<file path="src/rtl/fifo_cdcc_pkg.sv">
// Shared constants for the clock-domain-crossing FIFO (read and write controllers).
package fifo_cdcc_pkg;

  localparam int FIFO_PTR_BITS = 10;
  localparam int FIFO_DEPTH    = 1 << FIFO_PTR_BITS;
  localparam int FIFO_DATA_W   = 32;
  localparam int RD_BUF_DEPTH  = 2;
  localparam int RD_BUF_CNT_W  = $clog2(RD_BUF_DEPTH + 1);

endpackage

</file>
<file path="src/rtl/fifo_rd_skid_buf.sv">
// Two-entry ordered output buffer. Entry 0 is the head and is a flop, so the
// consumer-facing data never sees a combinational path from the push side.
module fifo_rd_skid_buf
  import fifo_cdcc_pkg::*;
#(
  parameter int W = FIFO_DATA_W
) (
  input  logic                    gclk,
  input  logic                    grst_n,
  input  logic                    i_push,
  input  logic [W-1:0]            i_din,
  input  logic                    i_pop,
  output logic [W-1:0]            o_dout,
  output logic [RD_BUF_CNT_W-1:0] o_cnt
);

  logic [RD_BUF_DEPTH-1:0][W-1:0] r_mem;
  logic [RD_BUF_CNT_W-1:0]        r_cnt;

  // Push writes the tail, pop shifts entry 1 into the head; both at once keep
  // the count and keep the order (head goes out, new word lands behind the rest).
  always_ff @(posedge gclk or negedge grst_n) begin
    if (!grst_n) begin
      r_mem <= '0;
      r_cnt <= '0;
    end else begin
      case ({i_push, i_pop})
        2'b10: begin
          r_mem[r_cnt[0]] <= i_din;
          r_cnt           <= r_cnt + 1'b1;
        end
        2'b01: begin
          r_mem[0] <= r_mem[1];
          r_cnt    <= r_cnt - 1'b1;
        end
        2'b11: begin
          if (r_cnt == RD_BUF_CNT_W'(1)) begin
            r_mem[0] <= i_din;
          end else begin
            r_mem[0] <= r_mem[1];
            r_mem[1] <= i_din;
          end
        end
        default: ;
      endcase
    end
  end

  assign o_dout = r_mem[0];
  assign o_cnt  = r_cnt;

endmodule

</file>
<file path="src/rtl/fifo_read_ctrl.sv">
// Read-side controller of the async FIFO: issues RAM reads from the local read
// pointer and presents the words on an AXI-stream style valid/ready port.
// Optional macro FIFO_RD_FILL_LEVEL_EN adds a registered o_fill_level output.
module fifo_read_ctrl
  import fifo_cdcc_pkg::*;
#(
  parameter int INT_FIFO_PTR_BITS_CNT = FIFO_PTR_BITS,
  parameter int INT_DATA_WIDTH        = FIFO_DATA_W
) (
  input  logic                             rd_clk,
  input  logic                             rd_rst_n,
  input  logic [INT_FIFO_PTR_BITS_CNT-1:0] i_wr_ptr,
  output logic [INT_FIFO_PTR_BITS_CNT-1:0] o_rd_ptr,
  output logic                             o_ram_rd_en,
  output logic [INT_FIFO_PTR_BITS_CNT-1:0] o_ram_rd_addr,
  input  logic [INT_DATA_WIDTH-1:0]        i_ram_rd_data,
  output logic                             o_valid,
  output logic [INT_DATA_WIDTH-1:0]        o_data,
`ifdef FIFO_RD_FILL_LEVEL_EN
  output logic [INT_FIFO_PTR_BITS_CNT:0]   o_fill_level,
`endif
  input  logic                             i_ready
);

  localparam int N = INT_FIFO_PTR_BITS_CNT;

  logic [N-1:0]            r_rd_ptr;
  logic                    r_inflight;
  logic [RD_BUF_CNT_W-1:0] w_cnt;
  logic                    w_empty;
  logic                    w_pop;
  logic [RD_BUF_CNT_W:0]   w_occ;
  logic                    w_rd_en;

  assign w_empty = (i_wr_ptr == r_rd_ptr);
  assign w_pop   = o_valid & i_ready;
  // Slots committed after this edge; pop implies w_cnt >= 1 so no underflow.
  assign w_occ   = {1'b0, w_cnt} + (RD_BUF_CNT_W + 1)'(r_inflight)
                 - (RD_BUF_CNT_W + 1)'(w_pop);
  // Gated by reset so no strobe escapes while the block is held in reset.
  assign w_rd_en = rd_rst_n & ~w_empty & (w_occ < (RD_BUF_CNT_W + 1)'(RD_BUF_DEPTH));

  // Read pointer advances on every strobe; inflight marks the data due next cycle.
  always_ff @(posedge rd_clk or negedge rd_rst_n) begin
    if (!rd_rst_n) begin
      r_rd_ptr   <= '0;
      r_inflight <= 1'b0;
    end else begin
      r_inflight <= w_rd_en;
      if (w_rd_en) r_rd_ptr <= r_rd_ptr + 1'b1;
    end
  end

  fifo_rd_skid_buf #(.W(INT_DATA_WIDTH)) u_buf (
    .gclk   (rd_clk),
    .grst_n (rd_rst_n),
    .i_push (r_inflight),
    .i_din  (i_ram_rd_data),
    .i_pop  (w_pop),
    .o_dout (o_data),
    .o_cnt  (w_cnt)
  );

  assign o_valid       = (w_cnt != '0);
  assign o_rd_ptr      = r_rd_ptr;
  assign o_ram_rd_en   = w_rd_en;
  assign o_ram_rd_addr = r_rd_ptr;

`ifdef FIFO_RD_FILL_LEVEL_EN
  logic [N-1:0] w_ram_words;
  logic [N:0]   r_fill;

  assign w_ram_words = i_wr_ptr - r_rd_ptr;

  // Words still in RAM plus words already pulled into the read side.
  always_ff @(posedge rd_clk or negedge rd_rst_n) begin
    if (!rd_rst_n) r_fill <= '0;
    else           r_fill <= {1'b0, w_ram_words} + (N + 1)'(w_cnt) + (N + 1)'(r_inflight);
  end

  assign o_fill_level = r_fill;
`endif

endmodule

</file>
<file path="config.mk">
export PLATFORM = sky130hd
export DESIGN_NAME = fifo_read_ctrl
export DESIGN_NICKNAME = d
export VERILOG_FILES = /design/src/rtl/fifo_cdcc_pkg.sv /design/src/rtl/fifo_rd_skid_buf.sv /design/src/rtl/fifo_read_ctrl.sv
export SDC_FILE = /design/constraint.sdc
export NUM_CORES = 1
export LEC_CHECK = 0
export ABC_CLOCK_PERIOD_IN_PS = 3900
export BUFFER_PORTS_ARGS = -buffer_cell sky130_fd_sc_hd__buf_2
export CAP_MARGIN = 20
export CORE_AREA = 2 2 69 136
export CTS_BUF_LIST = sky130_fd_sc_hd__clkbuf_8
export CTS_CLUSTER_DIAMETER = 150
export DETAILED_ROUTE_END_ITERATION = 12
export DIE_AREA = 0 0 71 138
export PLACE_DENSITY_LB_ADDON = 0.3
export SYNTH_ARGS = -nofsm -noshare
export SYNTH_HDL_FRONTEND = slang
export SYNTH_SLANG_ARGS = --single-unit
</file>
<file path="constraint.sdc">
create_clock -name rd_clk -period 3.9 [get_ports rd_clk]
set_clock_uncertainty 0.05 [all_clocks]
set_input_delay 0.195 -clock rd_clk [delete_from_list [all_inputs] [get_ports rd_clk]]
set_output_delay 0.195 -clock rd_clk [all_outputs]
set_load 0.005 [all_outputs]
</file>
* Word level (Yosys, flattened, before mapping)
Index checks and enable logic that the tools add are counted.
** Word-level totals
- Register bits after elaboration :: 77
- Latch bits :: 0
- Memory bits (writable) :: 0
- Memory bits (read-only) :: 0
- Bits of input ports :: 45
- Output and inout port bits :: 54
- Logic and storage cells :: 37
- Memories kept :: 0
** Operators by class
- Add/sub/neg operators :: 5
- Multiply operators :: 0
- Div/mod/pow operators :: 0
- $lt $le $gt $ge :: 3
- Equality and inequality tests :: 6
- Shifts and indexed selects :: 0
- Muxes and demuxes :: 8
- Bitwise operators :: 4
- Reductions and logical operators :: 6
** Operators by type and width (number)
- $mux 32 :: 3
- $pmux 32 s3 :: 1
- $bwmux 64 :: 1
- $pmux 32 s2 :: 1
- $demux 32 s1 :: 1
- $add 10x1->10 const B :: 1
- $eq 10x10->1 :: 1
- $reduce_bool 2->1 :: 3
- $eq 2x1->1 const B :: 2
- $eq 2x2->1 const B :: 2
- $pmux 2 s2 :: 1
- $add 2x1->3 :: 1
- $and 1x1->1 :: 3
- $lt 3x2->1 const B :: 1
- $reduce_bool 3->1 :: 1
- $sub 3x1->3 :: 1
- $add 2x1->2 const B :: 1
- $lt 1x2->1 const B :: 1
- $ne 2x2->1 const B :: 1
- $reduce_and 2->1 :: 1
- $sub 2x1->2 const B :: 1
- $ge 1x1->1 const B :: 1
- $logic_and 1x1->1 :: 1
- $not 1->1 :: 1

* Longest topological paths before layout
Gate-level depths: netlist of the first run.
- Depth in word-level cells :: 6
- Depth in mapped cells :: 11
- Depth with buffers taken out :: 11

* Cells and area by module
From an unflattened synthesis of the first run, not the netlist that was laid out.
** Second synthesis, totals
- Cell total of the unflattened synthesis :: 382
- Area total of the unflattened synthesis :: 4276.6 um2
** Modules (own cells, without submodules)
- fifo_rd_skid_buf :: instances 1, cells each 309, area each 3519.6 um2, sequential area each 1651.6 um2
- fifo_read_ctrl :: instances 1, cells each 73, area each 757.0 um2, sequential area each 275.3 um2

* Least setup slack after synthesis of the first run
OpenSTA, ideal clock, no wires.
- Kind :: reg-to-reg
- From :: register u_buf.r_cnt[1], in the netlist u_buf.o_cnt[1]
- To :: register r_rd_ptr[1], in the netlist o_ram_rd_addr[1]
- Library setup time :: 0.125 ns
- Data arrival time :: 2.574 ns
- Required time :: 3.725 ns
- Path slack :: 1.151 ns
- Cell stages (with the launch flop) :: 12
- Path buffers :: 0
- Period minus slack after synthesis :: 2.749 ns
- Cells stage by stage :: dfrtp_1 > inv_1 > ha_1 > inv_1 > nand2_1 > nor2_1 > o21ai_0 > fa_1 > xnor2_1 > nand2_1 > nor3b_2 > mux2_2
** On the way
- Word-level cells in the longest chain between the ends :: 5
- Elaborated cells between the ends (all ways) :: 6
- Those cells by class :: add/sub: 2; order compare: 1; bitwise: 2; reduce/logical: 1
** Ends and longest elaborated chain
- from (decl) :: line fifo_rd_skid_buf.sv:18 : logic [RD_BUF_CNT_W-1:0] r_cnt;
- from (signal assigned) :: line fifo_rd_skid_buf.sv:30 : r_cnt <= r_cnt + 1'b1;
- from (signal assigned) :: line fifo_rd_skid_buf.sv:34 : r_cnt <= r_cnt - 1'b1;
- $reduce_bool 2->1 :: line fifo_read_ctrl.sv:64 : assign o_valid = (w_cnt != '0);
- net o_valid :: line fifo_read_ctrl.sv:17 : output logic o_valid,
- $and 1x1->1 :: line fifo_read_ctrl.sv:36 : assign w_pop = o_valid & i_ready;
- $sub 3x1->3 :: line fifo_read_ctrl.sv:39 : - (RD_BUF_CNT_W + 1)'(w_pop);
- $lt 3x2->1 :: line fifo_read_ctrl.sv:41 : assign w_rd_en = rd_rst_n & ~w_empty & (w_occ < (RD_BUF_CNT_W + 1)'(RD_BUF_DEPTH));
- $and 1x1->1 :: line fifo_read_ctrl.sv:41
- net o_ram_rd_en :: line fifo_read_ctrl.sv:14 : output logic o_ram_rd_en,
- to (signal assigned) :: line fifo_read_ctrl.sv:50 : if (w_rd_en) r_rd_ptr <= r_rd_ptr + 1'b1;
- to (decl) :: line fifo_read_ctrl.sv:27 : logic [N-1:0] r_rd_ptr;
The timed path passes the listed nets, and every way through them passes these cells.
A chain may end at the register's enable or synchronous reset.

* Worst setup path after layout of the first run
- From :: register u_buf.r_cnt[0], in the netlist u_buf.o_cnt[0]
- To :: output port o_ram_rd_en
** On the way
- Word-level cells in the longest chain between the ends :: 5
- Elaborated cells between the ends (all ways) :: 6
- Those cells by class :: add/sub: 2; order compare: 1; bitwise: 2; reduce/logical: 1
** Ends and longest elaborated chain (line)
- branches (longest 2 deep; another with $add 2x1->3)
- $sub 3x1->3 * :: fifo_read_ctrl.sv:39
- $lt 3x2->1 * :: fifo_read_ctrl.sv:41
- $and 1x1->1 * :: fifo_read_ctrl.sv:41
- to (decl) :: fifo_read_ctrl.sv:14
Mark *: on every way between the ends.

==> impl_metrics.json, run 1 <==
{
  "outcome": "complete, no violations",
  "routed_wl_um": 7910,
  "area_delta_synth_final_pct": 14.8,
  "clock_latency_late_sink_ns": 0.35,
  "final_report_hold_violation_count": 0,
  "numCtsBuffers": 9,
  "rsz0062_at_grt": "no",
  "maxSlewViolCount": 0,
  "post_dr_wirelength_cell_um": 15.9,
  "detailedPlacementHpwl_um": 5360,
  "initial_antenna_violation_count": 0,
  "rr_endpoint": "o_ram_rd_addr[7]$_DFFE_PN0P_",
  "placement_rows": 49,
  "syn_nets": 373,
  "dieArea_mm2": 0.00980,
  "final_period_minus_worst_setup_slack_ns": 3.29,
  "period_share_pct": 84.4,
  "reg2reg_from": "u_buf.o_cnt[0]$_DFFE_PN0P_",
  "via_per_inst": 5.22,
  "placed_area_mm2": 0.00410,
  "floorplan.core_area_mm2": 0.00889,
  "final_gp_congestion": 0.842,
  "drt_pre_antenna_iters": 4,
  "initial_cell_density_of_the_core_pct": 43.1,
  "drc_errors": 0,
  "largest_net_degree_at_the_start_of_global_routing": 44,
  "fin_total_pwr_mw": 3.39,
  "postSynthAreaPerCell_um2": 11.8,
  "cp_data_arrival_time_ns": 3.04,
  "postLayoutSetupSlackWorst_ns": 0.610,
  "post_synth_instance_area_mm2": 0.00383,
  "finalNetCount": 439,
  "worst_hold_startpoint": "i_ram_rd_data[16]",
  "p_per_area_mw_per_mm2": 770,
  "first_global_vias": 2867,
  "die-height_um": 138,
  "layout-drive-gt1-share_pct": 39.2,
  "cts_root_buffer": "sky130_fd_sc_hd__clkbuf_8",
  "max_slew_margin_pct": 34.0,
  "worst-setup-path-type": "register to output port",
  "drt_antenna_net_count": 0,
  "final_cell_mix": "97 x sky130_fd_sc_hd__buf_2, 77 x sky130_fd_sc_hd__dfrtp_1, 50 x sky130_fd_sc_hd__nor2_1",
  "timing.critical_path.from_type": "register",
  "cellLeakagePower_nw": 2.26,
  "timing.setup.tns_ns": 0,
  "cts_buffer_depth": 2,
  "holdCritPathClass": "input port to register",
  "whs_ns": 0.0387,
  "vdd_ir_drop_max_mv": 0.322,
  "yosys_warnings": 0,
  "finalInstanceArea_mm2": 0.00440,
  "final_util_pct": 49.5,
  "groute.usage.overall_pct": 17.4,
  "timing.critical_path.required_ns": 3.65,
  "drt_iter0_drc": 102,
  "filler_cell_count": 849,
  "synthDistinctLibCells": 28,
  "hold_path_depth": 2,
  "antenna-diode-count": 0,
  "mostFrequentLayoutCell": "sky130_fd_sc_hd__buf_2",
  "rrSetupSlack_ns": 0.84,
  "place.port_buffers": 98,
  "grt_overflow_total": 0,
  "cts_tree": "yes",
  "drv.max_cap_violation_count": 0,
  "cts.reportedPaths.clkPinSlew_ns": 0.08,
  "fmax_ghz": 0.304,
  "post_cts.repair.setup_buffers": 0,
  "hold_end": "u_buf.r_mem[48]$_DFFE_PN0P_",
  "tritoncts_num_sinks": 77,
  "critPathMaxFanout": 6,
  "timing.reg2reg.worst_path_depth": 11,
  "synth-seq-area-share_pct": 50.2,
  "netlist_instances": 324,
  "ys_seq_elements": 77,
  "ctsHtreeMaxLevel": 3,
  "detailedPlace.worstSlack_ns": 0.837,
  "setup-violations-final": 0,
  "stdcell_count": 497,
  "grt_first_pass_wirelength_um": 13600,
  "detailroute.via_count": 2596,
  "io_pins": 99,
  "die_w_um": 71,
  "setup.worst_path.end_class": "output port",
  "worstMarginPinSlew_ns": 0.990,
  "dp_cells": 469
}
logic make-up after synthesis:
kind of cell    share of synthesized area (%)
compound gates                           10.5
xor+xnor                                 4.80
fa+ha+maj                                1.50
buf+inv                                  10.9
flops                                    50.2
mux                                      12.6
simple gates                             9.46
critical path, cell delays in order, from the launching register on:
cell                      delay, ns
sky130_fd_sc_hd__dfrtp_1       0.44
sky130_fd_sc_hd__inv_1         0.13
sky130_fd_sc_hd__ha_1          0.26
sky130_fd_sc_hd__inv_1         0.08
sky130_fd_sc_hd__nand2_1       0.17
sky130_fd_sc_hd__nor2_1        0.25
sky130_fd_sc_hd__o21ai_0       0.16
sky130_fd_sc_hd__fa_1          0.41
sky130_fd_sc_hd__xnor2_1       0.18
sky130_fd_sc_hd__nand2_1       0.15
sky130_fd_sc_hd__nor3b_2       0.29
sky130_fd_sc_hd__buf_2         0.18
area by class of cell:
type	count	area, µm²	area share (%)
clock buffer	9	124	2.81
clock inverter	7	45.0	1.02
inverter	4	15.0	0.341
multi-input combinational	186	1520	34.5
sequential	77	1930	43.8
tap	102	128	2.90
timing repair buffer	112	646	14.7
power breakdown:
part | switching [mW] | internal (mW)
Sequential | 0.248 | 1.18
Clock | 0.298 | 0.227
Combinational | 0.673 | 0.766
worst max-delay path by stage:
stage	from	to
floorplan	u_buf.o_cnt[1]$_DFFE_PN0P_	o_ram_rd_addr[1]$_DFFE_PN0P_
global placement	u_buf.o_cnt[0]$_DFFE_PN0P_	o_ram_rd_addr[5]$_DFFE_PN0P_
detailed placement	u_buf.o_cnt[0]$_DFFE_PN0P_	o_ram_rd_addr[7]$_DFFE_PN0P_
CTS	u_buf.o_cnt[0]$_DFFE_PN0P_	o_ram_rd_en
global route	u_buf.o_cnt[0]$_DFFE_PN0P_	o_ram_rd_en
finish	u_buf.o_cnt[0]$_DFFE_PN0P_	o_ram_rd_en
synthesized netlist by cell type (all sizes together):
cell    instances  area share [%]
a211oi          1            0.20
a21o           10             2.0
a21oi           3            0.39
a221oi         22             5.0
a22o           10             2.3
a31o            1            0.23
a31oi           1            0.16
buf            46             9.4
clkbuf         11             1.1
dfrtp          77              50
fa              1            0.52
ha              3            0.98
inv             4            0.39
mux2           33              13
nand2          11             1.1
nand4           5            0.82
nor2           50             4.9
nor2b           1            0.36
nor3            1            0.13
nor3b           1            0.33
nor4            8             1.7
o21ai           2            0.26
or2             1            0.16
xnor2          10             2.3
xor2           11             2.5
flip-flops by register name (all words and copies together) (netlist names):
register / cells
u_buf.o_dout: 32
u_buf.r_mem: 32
o_ram_rd_addr: 10
u_buf.o_cnt: 2
r_inflight: 1
per-layer routing:
layer,vias up,wire (µm),GRT usage [%]
li1,1224,-,-
met1,1292,3320,20.1
met2,69,4110,30.4
met3,11,315,4.30
met4,0,159,6.85
met5,-,0,0
timing repair:
action	in CTS	in global routing
endpoints found under the setup margin	0	0
gates resized for setup	0	0
hold buffers	11	0
endpoints found under the hold margin	47	0
Power figures use the tool's default switching activity.
==> run 2, diff against run 1 <==
--- a/config.mk
+++ b/config.mk
@@ -5,7 +5,7 @@
 export SDC_FILE = /design/constraint.sdc
 export NUM_CORES = 1
 export LEC_CHECK = 0
-export ABC_CLOCK_PERIOD_IN_PS = 3900
+export ABC_CLOCK_PERIOD_IN_PS = 2700
 export BUFFER_PORTS_ARGS = -buffer_cell sky130_fd_sc_hd__buf_2
 export CAP_MARGIN = 20
 export CORE_AREA = 2 2 69 136
==> constraint.sdc (replaced) <==
create_clock -name rd_clk -period 2.7 [get_ports rd_clk]
set_clock_uncertainty 0.05 [all_clocks]
set_input_delay 0.135 -clock rd_clk [delete_from_list [all_inputs] [get_ports rd_clk]]
set_output_delay 0.135 -clock rd_clk [all_outputs]
set_load 0.005 [all_outputs]
==> run 2 against run 1 <==
Effect of this change:
- wire length up 7.1%
- largest cell class unchanged
- power increased by 62%
- sequential share of layout area decreased by 4.0 points
- register-to-register slack worse by 0.67 ns
- non-clock buffer count grew 33
- combinational power grew 62%
- global-route usage is 0.65 points higher
- via count grew 5.7%
==> impl_metrics.json, run 2 (synthesized netlist as in run 1, its figures left out) <==
{
  "max_slew_margin_pct": 34.8,
  "cts.reportedPaths.clkPinSlew_ns": 0.08,
  "mostFrequentLayoutCell": "sky130_fd_sc_hd__buf_2",
  "timing.setup.tns_ns": 0,
  "dieArea_mm2": 0.00980,
  "final_util_pct": 54.5,
  "comb_power_share_pct": 42.4,
  "final_period_minus_worst_setup_slack_ns": 2.57,
  "drv.max_cap_violation_count": 0,
  "rr_endpoint": "o_ram_rd_addr[1]$_DFFE_PN0P_",
  "fmax_ghz": 0.389,
  "holdCritPathClass": "input port to asynchronous set/reset pin",
  "rrSetupSlack_ns": 0.17,
  "cts_root_buffer": "sky130_fd_sc_hd__clkbuf_8",
  "worstMarginPinSlew_ns": 0.975,
  "floorplan.core_area_mm2": 0.00889,
  "groute.usage.overall_pct": 18.1,
  "die_w_um": 71,
  "final_gp_congestion": 0.826,
  "p_per_area_mw_per_mm2": 1130,
  "detailedPlace.worstSlack_ns": -0.0335,
  "via_per_inst": 5.18,
  "largest_net_degree_at_the_start_of_global_routing": 33,
  "initial_cell_density_of_the_core_pct": 43.1,
  "clock_latency_late_sink_ns": 0.34,
  "detailedPlacementHpwl_um": 5490,
  "filler_cell_count": 761,
  "drt_pre_antenna_iters": 4,
  "setup-violations-final": 0,
  "final_cell_mix": "97 x sky130_fd_sc_hd__buf_2, 77 x sky130_fd_sc_hd__dfrtp_1, 48 x sky130_fd_sc_hd__nor2_1",
  "gr-max-usage-layer": "met2",
  "cts_tree": "yes",
  "critical_path.cell_chain": "inv_2 > ha_4 > inv_2 > nand2_2 > nor2_4 > buf_4 > fa_2 > xnor2_2 > nand2_2 > nor3b_4 > buf_2",
  "antenna-diode-count": 0,
  "tritoncts_num_sinks": 77,
  "io_pins": 99,
  "cts_buffer_depth": 2,
  "outcome": "complete, no violations",
  "sequential_fraction_of_design_power_pct": 37.6,
  "critical_path.slowest_cell": "sky130_fd_sc_hd__dfrtp_1",
  "ctsHtreeMaxLevel": 3,
  "reg2reg_from": "u_buf.o_cnt[0]$_DFFE_PN0P_",
  "sw_pwr_mw": 1.84,
  "drt_iter0_drc": 175,
  "drt_antenna_net_count": 0,
  "maxSlewViolCount": 0,
  "worst-setup-path-type": "register to output port",
  "period_share_pct": 95.3,
  "placement_rows": 49,
  "cpPeakStageDelay_ns": 0.40,
  "finalNetCount": 472,
  "grt_overflow_total": 0,
  "post_dr_wirelength_cell_um": 16.0,
  "cellLeakagePower_nw": 2.45,
  "detailroute.via_count": 2744,
  "met1_usage_pct": 23.1,
  "timing.critical_path.from_type": "register",
  "global_route.usage.met3_pct": 3.64,
  "timing.critical_path.required_ns": 2.52,
  "routed_wl_um": 8470,
  "place.port_buffers": 98,
  "cp_data_arrival_time_ns": 2.39,
  "initial_antenna_violation_count": 0,
  "first_global_vias": 2771,
  "final_report_hold_violation_count": 0,
  "groute.layer.met2.usage_pct": 29.6,
  "critPathMaxFanout": 3,
  "numCtsBuffers": 9,
  "vdd_ir_drop_max_mv": 0.562,
  "sw_frac_of_total_pct": 33.5,
  "timing.reg2reg.worst_path_depth": 12,
  "die-height_um": 138,
  "postLayoutSetupSlackWorst_ns": 0.127,
  "grt_first_pass_wirelength_um": 13900,
  "area_delta_synth_final_pct": 26.3,
  "setup.worst_path.end_class": "output port",
  "drc_errors": 0,
  "internal-power_mw": 3.64,
  "share_clk_of_total_power_pct": 20.0,
  "layout-drive-gt1-share_pct": 42.1
}
-- run 2: changes by cell type in the layout (fill, tap and decap cells not counted), moves of 3 or more --
cell                            change
sky130_fd_sc_hd__buf_4             +12
sky130_fd_sc_hd__bufinv_16          +3
sky130_fd_sc_hd__nor4_2             +4
sky130_fd_sc_hd__dlygate4sd3_1     +22
sky130_fd_sc_hd__inv_1              -3
sky130_fd_sc_hd__nor4_1             -4
sky130_fd_sc_hd__clkbuf_8           +3
-- run 2: critical path: cells and delay by family, from the launching register on --
kind	cells	cell delay [ns]
buffers and inverters	4	0.43
adders and majority gates	2	0.57
and+or+nand+nor	4	0.43
xor gates and xnor gates	1	0.20
DFF	1	0.40
-- run 2: layout make-up --
| cell class | instances | area [µm²] | area share (%) |
|---|---|---|---|
| clock buffers | 12 | 165 | 3.41 |
| clock inverters | 4 | 93.8 | 1.94 |
| well taps | 102 | 128 | 2.63 |
| inverters | 4 | 15.0 | 0.310 |
| repair buffers | 145 | 928 | 19.2 |
| flip-flops and latches | 77 | 1930 | 39.8 |
| multi-input cells | 186 | 1590 | 32.8 |
-- run 2: layer usage --
metal,vias to the layer above,part of all wire (%),wire length [µm]
li1,1287,-,-
met1,1376,44,3720
met2,75,51,4330
met3,6,3.6,305
met4,0,1.3,111
met5,-,0,0
-- run 2: worst max-delay path by stage --
| stage | from | endpoint | cells after the start |
|---|---|---|---|
| floorplan | u_buf.o_cnt[1]$_DFFE_PN0P_ | o_ram_rd_addr[1]$_DFFE_PN0P_ | 11 |
| global placement | u_buf.o_cnt[0]$_DFFE_PN0P_ | o_ram_rd_addr[1]$_DFFE_PN0P_ | 11 |
| detailed placement | u_buf.o_cnt[0]$_DFFE_PN0P_ | o_ram_rd_addr[1]$_DFFE_PN0P_ | 11 |
| CTS | u_buf.o_cnt[0]$_DFFE_PN0P_ | o_ram_rd_en | 11 |
| global route | u_buf.o_cnt[0]$_DFFE_PN0P_ | o_ram_rd_en | 11 |
| finish | u_buf.o_cnt[0]$_DFFE_PN0P_ | o_ram_rd_en | 11 |
-- run 2: metrics by stage --
step | instance area [µm²] | total power [mW] | hold slack (ns) | instances
finish | 4840 | 5.48 | 0.192 | 530
global route | 4840 | 5.87 | 0.191 | 530
global placement | 4160 | 4.15 | 0.0199 | 476
CTS | 4780 | 5.47 | 0.174 | 527
floorplan | 3840 | 3.82 | -0.211 | 324
detailed placement | 4160 | 4.23 | 0.0227 | 476
-- run 2: power groups by stage --
stage / combinational (mW) / sequential (mW) / clock [mW]
2_1_floorplan: 1.83 / 1.99 / 0
3_3_place_gp: 2.11 / 2.05 / 0
3_5_place_dp: 2.16 / 2.07 / 0
4_1_cts: 2.28 / 2.05 / 1.13
5_1_grt: 2.56 / 2.13 / 1.18
6_report: 2.33 / 2.06 / 1.10
-- run 2: what timing repair did --
action | in CTS | in global routing
hold buffers | 33 | 0
setup buffers | 2 | 3
setup endpoints to repair | 4 | 7
resized for setup | 7 | 8
pin swaps | 3 | 5
endpoints found under the hold margin | 68 | 0
